[config.mk]
export PLATFORM = sky130hd
export DESIGN_NAME = gf_sqrt
export DESIGN_NICKNAME = d
export VERILOG_FILES = /design/src/rtl/gf_sqrt.sv
export SDC_FILE = /design/constraint.sdc
export NUM_CORES = 1
export LEC_CHECK = 0
export CORE_ASPECT_RATIO = 0.7
export CORE_MARGIN = 3
export CORE_UTILIZATION = 51
export CTS_CLUSTER_DIAMETER = 40
export DETAILED_ROUTE_END_ITERATION = 8
export PLACE_DENSITY = 0.91
export SLEW_MARGIN = 20
export SYNTH_ARGS = -nofsm -noshare
export SYNTH_HDL_FRONTEND = slang
export SYNTH_SLANG_ARGS = --single-unit
[constraint.sdc]
create_clock -name clk -period 2.32 [get_ports clk]
set_clock_uncertainty 0.05 [all_clocks]
set_input_delay 0.232 -clock clk [delete_from_list [all_inputs] [get_ports clk]]
set_output_delay 0.232 -clock clk [all_outputs]
set_load 0.05 [all_outputs]
[src/rtl/gf_sqrt.sv]
// Sequential square root in GF(2^163) modulo x^163 + x^7 + x^6 + x^3 + 1.
// Root = A^(2^162), produced by iterating the field squaring map under a start/done handshake.
module gf_sqrt #(
  parameter int NUM_BITS     = 163,
  parameter int SQ_PER_CYCLE = 1
) (
  input  logic                clk,
  input  logic                rst,
  input  logic                start,
  input  logic [NUM_BITS:0]   A,
  output logic                busy,
  output logic                done,
  output logic [NUM_BITS:0]   Root
);

  localparam int ITERS = (NUM_BITS - 1) / SQ_PER_CYCLE;
  localparam int CW    = (ITERS > 1) ? $clog2(ITERS) : 1;
  localparam logic [CW-1:0] LAST = CW'(ITERS - 1);

  typedef enum logic [1:0] {IDLE, RUN, DONE} state_t;

  state_t              state;
  logic [NUM_BITS-1:0] w;
  logic [NUM_BITS-1:0] next_w;
  logic [CW-1:0]       cnt;
  logic                unused_msb;

  assign unused_msb = A[NUM_BITS];

  // Spread bits to even positions, then fold each high term down using x^163 = x^7 + x^6 + x^3 + 1.
  // Folding from the top means terms created above 162 are folded again later in the loop.
  function automatic logic [NUM_BITS-1:0] gf_sq(input logic [NUM_BITS-1:0] a);
    logic [2*NUM_BITS-2:0] p;
    p = '0;
    for (int i = 0; i < NUM_BITS; i++) begin
      p[2*i] = a[i];
    end
    for (int i = 2*NUM_BITS-2; i >= NUM_BITS; i--) begin
      if (p[i]) begin
        p[i]              = 1'b0;
        p[i-NUM_BITS+7]   = ~p[i-NUM_BITS+7];
        p[i-NUM_BITS+6]   = ~p[i-NUM_BITS+6];
        p[i-NUM_BITS+3]   = ~p[i-NUM_BITS+3];
        p[i-NUM_BITS]     = ~p[i-NUM_BITS];
      end
    end
    return p[NUM_BITS-1:0];
  endfunction

  always_comb begin
    next_w = w;
    for (int k = 0; k < SQ_PER_CYCLE; k++) begin
      next_w = gf_sq(next_w);
    end
  end

  always_ff @(posedge clk) begin
    if (rst) begin
      state <= IDLE;
      w     <= '0;
      cnt   <= '0;
      Root  <= '0;
      busy  <= 1'b0;
      done  <= 1'b0;
    end else begin
      case (state)
        IDLE: begin
          done <= 1'b0;
          if (start) begin
            w     <= A[NUM_BITS-1:0];
            cnt   <= '0;
            busy  <= 1'b1;
            state <= RUN;
          end
        end
        RUN: begin
          w   <= next_w;
          cnt <= cnt + CW'(1);
          if (cnt == LAST) begin
            Root  <= {1'b0, next_w};
            busy  <= 1'b0;
            done  <= 1'b1;
            state <= DONE;
          end
        end
        DONE: begin
          done  <= 1'b0;
          state <= IDLE;
        end
        default: begin
          busy  <= 1'b0;
          done  <= 1'b0;
          state <= IDLE;
        end
      endcase
    end
  end

endmodule

==> flow_summary.toml, run 1 <==
[cells_and_area]
fin_nets = 2184
diodes = 0
drive_gt1_share_pct = 6.12
area_growth_pct = 30.8
fill_cells = 2270

[synth]
synth-main-ff-cell = "dfxtp_1"
synth_edf_count = 0
yosysWarnings = 0
synthArstFlopShare_pct = 0
synth_seq_cells = 338
synth_nets = 1993
synth_cells = 1824
netlist_area_um2 = 15200
syn_area_per_cell_um2 = 8.32
synth-seq-area-share_pct = 44.6
synth.distinct_cells = 40

[clocking]
clock_sinks = 338
insertion_delay_ns = 0.53
clk_pin_slew_ns = 0.06
tritoncts = "built"
cts_setup_buffers = 0
postCtsResizedCells = 0
cts_root_buffer = "clkbuf_16"
numCtsBuffers = 40
cts_buffer_depth = 3
htree_levels = 2
hold_buffers = 0

[timing]
slew_headroom_pct = 57.3
hold_viol_final = 0
rsz0062_at_grt = "no"
setup_ws_ns = 0.183
tns_ns = 0
max_clock_freq_ghz = 0.468
setup_viol = 0
maxSlewViolCount = 0
worstMarginPinSlew_ns = 0.639
fin_crit_sh_pct = 92.1
fin_crit_ns = 2.14

[global_routing]
grt.total_usage_pct = 31.7
overflow = 0
grt_pass1_wl_um = 78600
grt_pass1_vias = 13600
grt_max_degree = 110
antenna_found_initial = 2

[critical_path]
cp.arrival_ns = 1.86
worst_path_max_delay_cell = "clkdlybuf4s50_1"
required_ns = 2.04
crit_buf_inv = 1
critPathKind = "register to output port"
worstPathMaxFanout = 2
critPathLaunchType = "register"
crit_chain = "clkdlybuf4s50_1"
cp_slowest_stage_delay_ns = 0.86
crit_path_end_kind = "output port"
crit_family = "buffers and inverters"

[placement]
port_buffers = 330
gp_congestion = 0.935
hpwlAfterDp_um = 37700
place_ws_ns = 0.272

[die]
pin_count = 333
die_w_um = 212
die_y_um = 150
core_um2 = 29100
die_area_um2 = 31900
start_util_pct = 52.2
placementRows = 52

[pwr]
power.density_nw_per_um2 = 778
power.total_mw = 15.4
ir_drop_v = 0.000584
p_leak_nw = 6.48

[route]
drtPass1Iterations = 6
drtIter0Drc = 1567
finalWirelength_um = 52700
drc = 0
dr_total_vias = 14300
vias_per_cell = 5.88
avgRoutedWirePerCell_um = 21.7
ant_nets = 0

[hold_path]
hold_class = "input port to register"

[run]
timing.max_cap.violations = 0

[status]
status = "finished clean"
[cells in the final DEF (no fill, tap or decap), types with 3 or more instances in the layout]
cell type,Yosys,final
a22oi_1,68,68
a21oi_1,203,203
nand2_1,280,280
clkbuf_16,0,41
a221oi_1,56,56
nor3_1,4,4
o211ai_1,20,20
nand4_1,3,3
xor2_1,3,3
mux2_2,5,5
inv_8,0,3
clkinv_2,0,6
buf_4,11,19
clkinvlp_4,0,3
clkinv_4,0,3
a2bb2oi_1,3,3
clkdlybuf4s50_1,0,329
o21ai_0,4,4
nor2b_1,20,19
nor2_1,230,228
xnor2_1,239,239
dfxtp_1,338,338
buf_12,0,16
clkbuf_8,0,6
a211oi_1,94,94
and3_1,3,3
clkbuf_1,161,5
or2_2,11,10
[kinds of logic after synthesis]
group,synth area share [%]
adder cells (fa/ha/maj),0.165
AND/OR/NAND/NOR,14.7
AO/OA/AOI/OAI,19.7
multiplexers,0.371
flip-flops,44.6
XOR/XNOR,14.4
buffers and inverters,6.09
other,0.0247
[path summary, 6_finish.rpt]
kind,startpoint,endpoint,slack (ns),depth (start not counted)
max,Root[72],Root[72],0.18,1
min,rst,w[83],0.02,2
max reg2reg,cnt[0],Root[91],0.24,6
min reg2reg,Root[4],Root[4],0.40,2
[Yosys cell counts (3+ instances only)]
cell type | number | area, um^2
or2_2 | 11 | 68.8
o211ai_1 | 20 | 150
xor2_1 | 3 | 26.3
nand2_1 | 280 | 1050
mux2_2 | 5 | 56.3
a211oi_1 | 94 | 706
nand4_1 | 3 | 18.8
o21ai_0 | 4 | 20.0
nor2_1 | 230 | 863
a2bb2oi_1 | 3 | 26.3
a21oi_1 | 203 | 1020
nor3_1 | 4 | 20.0
nor2b_1 | 20 | 125
clkbuf_1 | 161 | 604
and3_1 | 3 | 18.8
a221oi_1 | 56 | 490
buf_4 | 11 | 82.6
a22oi_1 | 68 | 510
xnor2_1 | 239 | 2090
buf_2 | 40 | 200
dfxtp_1 | 338 | 6770
[through the flow]
stage               instances  utilization [%]  hold slack (ns)  area (um^2)
CTS                      2422             68.2          0.00909        19800
global placement         2351             63.7            0.392        18500
floorplan                1824                -            0.318        15200
global route             2422             68.2           0.0203        19800
finish                   2422             68.2           0.0207        19800
detailed placement       2351             63.7            0.396        18500
[cell type report]
| class | count | area (um^2) | share of cell area [%] |
|---|---|---|---|
| Timing Repair Buffer | 365 | 3770 | 19.0 |
| Clock buffer | 52 | 1130 | 5.68 |
| Sequential cell | 338 | 6770 | 34.1 |
| Multi-Input combinational cell | 1268 | 7510 | 37.9 |
| Tap cell | 378 | 473 | 2.38 |
| Inverter | 2 | 7.51 | 0.0378 |
| Clock inverter | 19 | 190 | 0.958 |
[registers in the layout, summed over array words and instances, names as in the netlist]
| register | flops |
|---|---|
| w | 163 |
| cnt | 8 |
| done | 1 |
| Root | 163 |
| busy | 1 |
| state | 2 |
[per-layer routing]
layer  GRT usage, %  vias to the layer above  part of all wire, %
met5              0                        -                0.051
met4           8.20                        4                  2.3
met3           8.23                      107                   12
met2           48.7                      875                   44
met1           44.4                     6744                   41
li1               -                     6521                    -
[where the power goes]
| group | switching [mW] | internal [mW] |
|---|---|---|
| clock | 2.59 | 3.70 |
| sequential | 0.532 | 6.08 |
| combinational | 1.33 | 1.22 |
[worst reg2reg max path, stage by stage, from the launching register on]
cell,delay [ns]
dfxtp_1,0.40
ha_1,0.19
and4bb_2,0.25
and4_4,0.29
buf_12,0.35
nor2_1,0.19
a211oi_1,0.25
No activity file was read; power rests on OpenSTA's default activity.
==> run 2, diff against run 1 <==
--- a/config.mk
+++ b/config.mk
@@ -7,10 +7,10 @@
 export LEC_CHECK = 0
 export CORE_ASPECT_RATIO = 0.7
 export CORE_MARGIN = 3
-export CORE_UTILIZATION = 51
+export CORE_UTILIZATION = 50
 export CTS_CLUSTER_DIAMETER = 40
 export DETAILED_ROUTE_END_ITERATION = 8
-export PLACE_DENSITY = 0.91
+export PLACE_DENSITY = 0.9
 export SLEW_MARGIN = 20
 export SYNTH_ARGS = -nofsm -noshare
 export SYNTH_HDL_FRONTEND = slang
==> run 2 against run 1 <==
Compared with the run above:
- global-route usage fell by 0.36 points
- cell count is 0.91% higher
- clock power barely moved
- register-to-register slack gained 0.03 ns
- combinational power hardly changed
- power is 0.18% lower
- sequential share of layout area about the same
- critical endpoint is now Root[119]
- highest routed layer unchanged
==> flow_summary.toml, run 2 (synthesis results as in run 1) <==
[status]
status = "finished clean"

[route]
drtPass1Iterations = 5
finalWirelength_um = 53100
drc = 0
avgRoutedWirePerCell_um = 21.7
drtIter0Drc = 1619
ant_nets = 0
dr_total_vias = 14300
vias_per_cell = 5.83

[cells_and_area]
layout_common_cells = "dfxtp_1 (338), clkdlybuf4s50_1 (329), nand2_1 (280), xnor2_1 (239), nor2_1 (228)"
final_cells = 2444
drive_gt1_share_pct = 5.84
layout_commonest_cell = "dfxtp_1"
finish.instance_area_um2 = 19900
reg.largest.list = "Root: 163 flops, w: 163 flops, cnt: 8 flops"
multi_input_area_um2 = 7510
area_growth_pct = 30.8
fill_cells = 2352
diodes = 0
regArea_um2 = 6770
fin_nets = 2179

[hold_path]
min_to = "w[79]"
hold_class = "input port to register"
hold_path.startpoint = "rst"
worst_hold_path.num_cells = 2

[pwr]
power.density_nw_per_um2 = 777
p_int_mw = 11.0
p_leak_nw = 6.45
ir_drop_v = 0.000541
comb_power_share_pct = 16.5
p_switching_mw = 4.42
sequentialPowerShare_pct = 42.9
switching_share_pct = 28.7
clockPowerShare_pct = 40.6

[timing]
maxSlewViolCount = 0
fin_crit_sh_pct = 88.4
rsz0062_at_grt = "no"
setup_viol = 0
fin_hold_ws_ns = 0.122
max_clock_freq_ghz = 0.488
worstMarginPinSlew_ns = 0.644
fin_crit_ns = 2.05
tns_ns = 0
hold_viol_final = 0
slew_headroom_pct = 56.9

[critical_path]
critPathKind = "register to register"
worstPathMaxFanout = 115
crit_family = "simple AND/OR/NAND/NOR gates"
cp_slowest_stage_delay_ns = 0.39
worst_path_max_delay_cell = "dfxtp_1"
crit_chain = "ha_1 > and4bb_2 > and4_4 > buf_12 > nor2_1 > a211oi_1"
critPathLaunchType = "register"
required_ns = 2.69
reg2reg_to = "Root[119]"
cp.arrival_ns = 2.42
reg2regPathDepth = 6
crit_path_end_kind = "register"
crit-reg2reg-launch = "cnt[0]"
r2r_setup_slack_ns = 0.27
crit_buf_inv = 1

[clocking]
hold_buffers = 0
cts_root_buffer = "clkbuf_16"
clk_pin_slew_ns = 0.06
clock_sinks = 338
postCtsResizedCells = 0
numCtsBuffers = 39
cts_buffer_depth = 3
insertion_delay_ns = 0.53
cts_setup_buffers = 0
htree_levels = 2
tritoncts = "built"

[die]
placementRows = 52
die_area_um2 = 32500
start_util_pct = 51.6
die_y_um = 152
core_um2 = 29400
pin_count = 333
die_w_um = 214

[placement]
place_area_um2 = 18500
dp.cells = 2374
gp_congestion = 0.943
hpwlAfterDp_um = 37800
port_buffers = 330

[global_routing]
antenna_found_initial = 1
overflow = 0
grt_pass1_wl_um = 79400
grt.total_usage_pct = 31.3
grt_max_degree = 116
grt_pass1_vias = 13600

[run]
timing.max_cap.violations = 0
## run 2: cell count changes in the layout (fill, tap and decap cells not counted), sizes merged
cell,before,now
buf,36,32
clkbuf,52,50
clkinv,9,7
bufinv,2,3
clkinvlp,3,4
inv,7,8
## run 2: area by class of cell
class / count / share of cell area (%)
clock buffer: 50 / 5.49
tap: 405 / 2.55
sequential: 338 / 34.1
timing repair buffer: 361 / 18.9
inverter: 2 / 0.0378
clock inverter: 20 / 1.08
multi-input combinational: 1268 / 37.8
## run 2: worst reg2reg max path, cell delays in order, from the launching register on
cell      delay [ns]
dfxtp_1         0.39
ha_1            0.16
and4bb_2        0.26
and4_4          0.27
buf_12          0.37
nor2_1          0.19
a211oi_1        0.26
## run 2: per-layer routing
| metal | vias up | track usage, % | share of wire [%] |
|---|---|---|---|
| met5 | - | 0 | 0.024 |
| met1 | 6842 | 42.8 | 42 |
| met3 | 107 | 8.81 | 11 |
| met2 | 800 | 48.6 | 44 |
| met4 | 2 | 9.37 | 2.7 |
| li1 | 6506 | - | - |
## run 2: metrics by stage
step	utilization [%]	total power, mW	setup slack (ns)
after floorplan	-	8.24	0.631
after global placement	63.1	9.13	0.243
after detailed placement	63.1	9.19	0.158
after CTS	67.5	15.4	0.223
after global routing	67.5	15.9	0.128
final	67.5	15.4	0.269
## run 2: worst max-delay path by stage
stage,depth (start not counted),from,end,slack [ns]
5_1_grt,6,cnt[0],Root[161],0.13
3_5_place_dp,7,start,w[112],0.16
2_1_floorplan,8,cnt[1],Root[101],0.63
3_3_place_gp,7,start,w[112],0.24
6_report,6,cnt[0],Root[119],0.27
4_1_cts,1,Root[103],Root[103],0.22
## run 2: power groups by stage
stage | logic (mW) | registers, mW | clock network [mW]
after floorplan | 1.92 | 6.32 | 0
after global placement | 2.43 | 6.70 | 0
after detailed placement | 2.48 | 6.71 | 0
after CTS | 2.50 | 6.58 | 6.32
after global routing | 2.73 | 6.62 | 6.57
final | 2.54 | 6.61 | 6.27
==> run 3, diff against run 2 <==
--- a/config.mk
+++ b/config.mk
@@ -7,10 +7,11 @@
 export LEC_CHECK = 0
 export CORE_ASPECT_RATIO = 0.7
 export CORE_MARGIN = 3
-export CORE_UTILIZATION = 50
+export CORE_UTILIZATION = 51
 export CTS_CLUSTER_DIAMETER = 40
+export CTS_CLUSTER_SIZE = 40
 export DETAILED_ROUTE_END_ITERATION = 8
-export PLACE_DENSITY = 0.9
+export PLACE_DENSITY = 0.91
 export SLEW_MARGIN = 20
 export SYNTH_ARGS = -nofsm -noshare
 export SYNTH_HDL_FRONTEND = slang
==> run 3 against run 2 <==
Compared with the run above:
- critical endpoint is now Root[72]
- setup slack got worse by 0.089 ns
- combinational power about the same
- largest cell class unchanged
- sequential share of layout area decreased by 0.13 points
- register-to-register slack got worse by 0.02 ns
- count of clock-buffer cells in the layout decreased by 4
- non-clock buffer count increased by 4
==> flow_summary.toml, run 3 (synthesis results as in run 1) <==
[timing]
setup_ws_ns = 0.180
max_clock_freq_ghz = 0.467
rsz0062_at_grt = "no"
worstMarginPinSlew_ns = 0.622
fin_crit_sh_pct = 92.2
fin_hold_ws_ns = 0.0304
maxSlewViolCount = 0
hold_viol_final = 0
fin_crit_ns = 2.14
tns_ns = 0
setup_viol = 0
slew_headroom_pct = 58.4

[global_routing]
overflow = 0
grt_pass1_vias = 13700
grt_pass1_wl_um = 78400
antenna_found_initial = 2
grt.total_usage_pct = 31.5
grt_max_degree = 110

[cells_and_area]
final_cells = 2420
drive_gt1_share_pct = 6.27
layout_commonest_cell = "dfxtp_1"
area_growth_pct = 31.3
fin_nets = 2182
fill_cells = 2243
reg.largest.list = "Root: 163 flops, w: 163 flops, cnt: 8 flops"
diodes = 0
layout_common_cells = "dfxtp_1 (338), clkdlybuf4s50_1 (329), nand2_1 (280), xnor2_1 (239), nor2_1 (228)"
multi_input_area_um2 = 7510
regArea_um2 = 6770
finish.instance_area_um2 = 19900

[pwr]
power.density_nw_per_um2 = 791
ir_drop_v = 0.000581
p_leak_nw = 6.51

[clocking]
hold_buffers = 0
clk_pin_slew_ns = 0.07
cts_buffer_depth = 3
cts_setup_buffers = 0
insertion_delay_ns = 0.53
postCtsResizedCells = 0
clock_sinks = 338
htree_levels = 2
cts_root_buffer = "clkbuf_16"
numCtsBuffers = 38
tritoncts = "built"

[placement]
place_area_um2 = 18500
gp_congestion = 0.935
dp.cells = 2351
hpwlAfterDp_um = 37700
port_buffers = 330
place_ws_ns = 0.272

[critical_path]
crit_path_end_kind = "output port"
crit_buf_inv = 1
critPathKind = "register to output port"
crit_chain = "clkdlybuf4s50_1"
cp_slowest_stage_delay_ns = 0.86
cp.arrival_ns = 1.86
critPathLaunchType = "register"
worstPathMaxFanout = 2
reg2reg_to = "Root[91]"
crit_family = "buffers and inverters"
crit-reg2reg-launch = "cnt[0]"
reg2regPathDepth = 6
r2r_setup_slack_ns = 0.25
required_ns = 2.04
worst_path_max_delay_cell = "clkdlybuf4s50_1"

[die]
pin_count = 333
start_util_pct = 52.2
die_area_um2 = 31900
die_y_um = 150
placementRows = 52
die_w_um = 212
core_um2 = 29100

[route]
avgRoutedWirePerCell_um = 21.7
finalWirelength_um = 52600
vias_per_cell = 5.94
dr_total_vias = 14400
ant_nets = 0
drc = 0
drtPass1Iterations = 6
drtIter0Drc = 1532

[hold_path]
hold_class = "input port to register"
min_to = "w[83]"
worst_hold_path.num_cells = 2
hold_path.startpoint = "rst"

[run]
timing.max_cap.violations = 0

[status]
status = "finished clean"
[run 3: per-layer routing]
metal	track usage [%]	wire, um
met5	0	23
met3	8.71	6580
met4	8.06	1310
met1	43.8	21600
met2	48.7	23100
[run 3: cell type report]
cell class | instances | area share (%)
clock buffer | 46 | 5.49
clock inverter | 23 | 1.51
inverter | 2 | 0.0377
multi-input combinational | 1268 | 37.7
sequential | 338 | 34.0
tap | 378 | 2.37
timing repair buffer | 365 | 18.9
[run 3: where the power goes]
part           switching, mW  leakage [nW]  total, mW  internal [mW]
clock network           2.62         0.679       6.61           3.99
registers              0.529          2.75       6.61           6.08
logic                   1.33          3.08       2.55           1.22
[run 3: per-stage QoR]
step	utilization, %	total power, mW
floorplan	-	8.24
global placement	63.7	9.14
detailed placement	63.7	9.19
CTS	68.5	15.8
global route	68.5	16.3
finish	68.5	15.8
[run 3: worst max-delay path by stage]
stage / startpoint / endpoint / slack (ns) / depth (start not counted)
after floorplan: cnt[1] / Root[101] / 0.63 / 8
final: Root[72] / Root[72] / 0.18 / 1
after global routing: Root[72] / Root[72] / 0.14 / 1
after global placement: start / w[55] / 0.33 / 6
after detailed placement: start / w[51] / 0.27 / 6
after CTS: Root[72] / Root[72] / 0.20 / 1
==> patch 1, RTL diff (flow settings as in run 2) <==
Re-encode `state_t` (3 states) as one-hot, 3 bits wide.
--- a/src/rtl/gf_sqrt.sv
+++ b/src/rtl/gf_sqrt.sv
@@ -18,5 +18,5 @@
   localparam logic [CW-1:0] LAST = CW'(ITERS - 1);
 
-  typedef enum logic [1:0] {IDLE, RUN, DONE} state_t;
+  typedef enum logic [2:0] {IDLE = 3'b001, RUN = 3'b010, DONE = 3'b100} state_t;
 
   state_t              state;
Function: no difference found for any inputs over 4 cycles, from zero or initial values and one cycle with rst high; so few cycles prove little.
==> patch 1 against run 2 <==
Total power rose by 1.2%; critical path type unchanged; global-route usage rose by 0.63 points; synthesized area rose by 4.3%; sequential cell count rose by 1; cell area rose by 4.0%; routed wire length rose by 6.5%; critical path depth fell by 1; via count rose by 3.7%; setup slack got worse by 88 ps; clock power rose by 3%; sequential power barely moved.
==> patch 1: results (changes against run 2) <==
clk root buf clkbuf_16; GRT Total Usage 0.319 (+0.00626); worst reg2reg endpoint w[4]; I/O Buffers 330 (unchanged); yosys warns 0 (unchanged); Worst Hold End cnt[1]; syn nets 2061 (+3.4%); Post-synth ARST share 0 (unchanged); Top Registers Root x163, w x163, cnt x8; H-tree lvl count 2 (unchanged); Final Wtd Congestion 0.955 (+1.3%); initial antenna violation count 3 (+2); Setup WS pre-CTS 103 ps (-55.1 ps); pin count of the biggest net entering global routing 75 (-35%); Post-DP HPWL 40600 um (+7.3%); Hold Vio Cnt, Final 0 (unchanged); first-pass GRT wire length 84000 um (+5.8%); Reg2Reg Depth 5 (-1); total wire length 56600 um (+6.5%); via count 14800 (+3.7%); DP Area 0.0193 sq mm (+4.0%); vias in the first global route 14300 (+5.3%); Worst-Margin Slew 625 ps (-18.9 ps); final net count 2257 (+3.6%); leakage 6.84 nW (+6.1%); worst hold margin 34.1 ps (-88.2 ps); CTS Buf Count 40 (+2.6%); drt pass-1 iters 5 (unchanged); hold path depth 2 (unchanged); fraction of layout cells with a size suffix above 1 0.0670 (+0.00865); VDD IR max 0.437 mV (-19%); Synth cell types 46 (+15%); register area share after synthesis 0.429 (-0.0170); r2r setup slk 180 ps (-90 ps); first-iteration detailed-routing DRC count 1764 (+9.0%); worst-path fanout max 21 (-82%); Synth top cells by count dfxtp_1, nand2_1, a21oi_1, xnor2_1, nor2_1; grt ovf 0 (unchanged); endpoints failing setup 0 (unchanged); outcome completed; CP arrival 2530 ps (+110 ps); Sw Share 0.287 (+0.000416); synth top area cells dfxtp_1, xnor2_1, nand2_1; Reg-to-Reg Start state[0]; fillcell total 2359 (+0.30%)
-- patch 1: cell count changes in the layout (fill, tap and decap cells not counted), sizes merged, moves of 17 or more --
cell    delta
xnor2     -18
a21oi     +36
xor2      +24
a21boi    +55
nor2b     -20
nand2     +49
a311oi    +23
a211oi    +44
a22oi     -68
mux2i     +55
o211ai    -17
a221oi    -56
nor2      -49
-- patch 1: worst max-delay path, cell delays in order (launching register included) --
cell and delay [ps]:
dfxtp_1 530, nand2b_1 430, a21o_4 300, buf_4 330, a21oi_1 110, a211oi_1 290
-- patch 1: worst max-delay path by stage --
stage | startpoint | to | slack [ps]
floorplan | cnt[1] | Root[103] | 570
global placement | start | cnt[7] | 160
detailed placement | start | cnt[7] | 100
CTS | cnt[0] | Root[91] | 210
global route | cnt[0] | Root[91] | 60
finish | state[0] | w[4] | 180
-- patch 1: routing by layer --
| metal | part of all wire | track usage | vias to the layer above |
|---|---|---|---|
| li1 | - | - | 6710 |
| met1 | 0.40 | 0.433 | 7030 |
| met2 | 0.45 | 0.502 | 900 |
| met3 | 0.11 | 0.0769 | 146 |
| met4 | 0.037 | 0.109 | 4 |
| met5 | 0.00041 | 0 | - |
-- patch 1: cell type report --
cell class	count	area, sq um	area share
timing repair buffer	374	3880	0.188
multi-input combinational	1329	8090	0.392
tap	412	515	0.0250
clock inverter	21	221	0.0107
sequential	339	6790	0.329
antenna	1	2.50	0.000121
inverter	4	15.0	0.000727
clock buffer	52	1140	0.0551
-- patch 1: through the flow --
step                      instances  total power, W  utilization
after CTS                      2531          0.0156        0.675
after global placement         2458         0.00912        0.631
after global routing           2532          0.0161        0.675
final                          2532          0.0156        0.675
after floorplan                1892         0.00820            -
after detailed placement       2458         0.00919        0.631
-- patch 1: cells by family after synthesis --
logic type               count (synthesis)  share of synthesized area
AO/OA/AOI/OAI                          482                      0.199
flip-flops                             339                      0.429
other                                    1                   0.000237
buffers and inverters                  224                     0.0624
AND/OR/NAND/NOR                        540                      0.135
adder cells (fa/ha/maj)                  2                    0.00158
XOR/XNOR                               249                      0.139
multiplexers                            55                     0.0348
-- patch 1: power by group through the flow --
stage / combinational, W / clock, W / sequential [W]
CTS: 0.00252 / 0.00647 / 0.00659
global placement: 0.00242 / 0 / 0.00670
global route: 0.00273 / 0.00675 / 0.00662
floorplan: 0.00187 / 0 / 0.00632
finish: 0.00256 / 0.00643 / 0.00661
detailed placement: 0.00248 / 0 / 0.00671
==> patch 2, RTL diff (settings of run 2) <==
Without the edit above. Change the parameter `NUM_BITS` from 163 to 167.
--- a/src/rtl/gf_sqrt.sv
+++ b/src/rtl/gf_sqrt.sv
@@ -2,5 +2,5 @@
 // Root = A^(2^162), produced by iterating the field squaring map under a start/done handshake.
 module gf_sqrt #(
-  parameter int NUM_BITS     = 163,
+  parameter int NUM_BITS     = 167,
   parameter int SQ_PER_CYCLE = 1
 ) (
Interface: changed (resized A and Root); port bits go from 333 to 341. The function was not compared with the original's and may differ.
==> patch 2 against run 2 <==
Cell area rose by 3.5%; combinational power rose by 6%; clock power rose by 0.8%; routed wire length rose by 4.7%; synthesized area rose by 4.3%; setup slack got worse by 24 ps; total power rose by 2.2%; sequential cell count rose by 8; largest power group unchanged.
==> patch 2: results (changes against run 2) <==
outcome completed; vias in the first global route 14300 (+4.9%); fraction of layout cells with a size suffix above 1 0.0793 (+0.0209); drt pass-1 iters 7 (+2); Slowest Stage Delay on Critical Path 850 ps (+460 ps); Setup WS pre-CTS 234 ps (+75.2 ps); final net count 2227 (+2.2%); initial antenna violation count 4 (+3); CP max stage cell clkdlybuf4s50_1; Post-DP HPWL 39200 um (+3.5%); worst-path fanout max 2 (-98%); Synth cell types 43 (+7.5%); mux cell area share after synthesis 0.00285 (-0.000864); critical path's top delay family buffers and inverters; Synth Area in XOR/XNOR 0.141 (-0.00323); first-iteration detailed-routing DRC count 1974 (+22%); syn nets 2037 (+2.2%); pin count of the biggest net entering global routing 90 (-22%); I/O Buffers 338 (+2.4%); Via-to-Cell Ratio 5.94 (+1.7%); Synth Area in Compound Gates 0.212 (+0.0150); first-pass GRT wire length 83300 um (+4.9%); register area share after synthesis 0.438 (-0.00817); CP arrival 1790 ps (-630 ps); Post-Synth Adder-Cell Area 0.00158 (-0.0000676); GRT Total Usage 0.315 (+0.00169); Top Registers Root x167, w x167, cnt x8
## patch 2: final timing paths
check,startpoint,to,slack (ps),cells after the start
hold / removal,rst,w[85],120,2
hold reg to reg,Root[164],Root[164],400,2
setup / recovery,Root[60],Root[60],250,1
setup reg to reg,cnt[0],Root[149],290,6
## patch 2: where the power goes
part           internal (W)  leakage, nW  total, W  switching, W
clock network       0.00376        0.644   0.00632       0.00256
registers           0.00623         2.82   0.00676      0.000530
logic               0.00124         3.17   0.00268       0.00144
total                0.0112         6.63    0.0158       0.00453
## patch 2: kinds of logic (layout without fill, tap and decap cells)
group / after synthesis / after routing
and+or+nand+nor: 559 / 559
AOI/OAI and AO/OA: 473 / 473
adders and majority gates: 2 / 2
other: 1 / 2
buffers and inverters: 229 / 446
xor gates and xnor gates: 250 / 250
muxes: 4 / 4
DFF: 346 / 346
## patch 2: worst reg2reg max path: stages, from the launching register on
cell and delay (ps):
dfxtp_1 400, ha_1 180, and4bb_1 230, and4_4 330
buf_12 310, nor2_1 200, a211oi_2 240
## patch 2: cell type report
type / instances / area, sq um
diodes: 1 / 2.50
clock buffers: 55 / 1170
clock inverters: 13 / 149
fillers: 2312 / 10000
inverters: 9 / 33.8
multi-input cells: 1289 / 7900
flip-flops and latches: 346 / 6930
well taps: 412 / 515
repair buffers: 369 / 3850
## patch 2: per-stage QoR
| stage | hold slack, ps | cell area, sq um | power [W] | std cells |
|---|---|---|---|---|
| floorplan | 318 | 15800 | 0.00848 | 1864 |
| global placement | 393 | 19200 | 0.00938 | 2425 |
| detailed placement | 395 | 19200 | 0.00944 | 2425 |
| CTS | 97.4 | 20500 | 0.0157 | 2493 |
| global route | 132 | 20500 | 0.0163 | 2494 |
| finish | 124 | 20500 | 0.0158 | 2494 |
## patch 2: metal layers
metal,vias to the layer above,global-route usage,routed length [um]
met5,-,0,24
met2,969,0.496,24900
met4,4,0.0870,1670
met1,7017,0.430,22400
li1,6657,-,-
met3,155,0.0828,6600
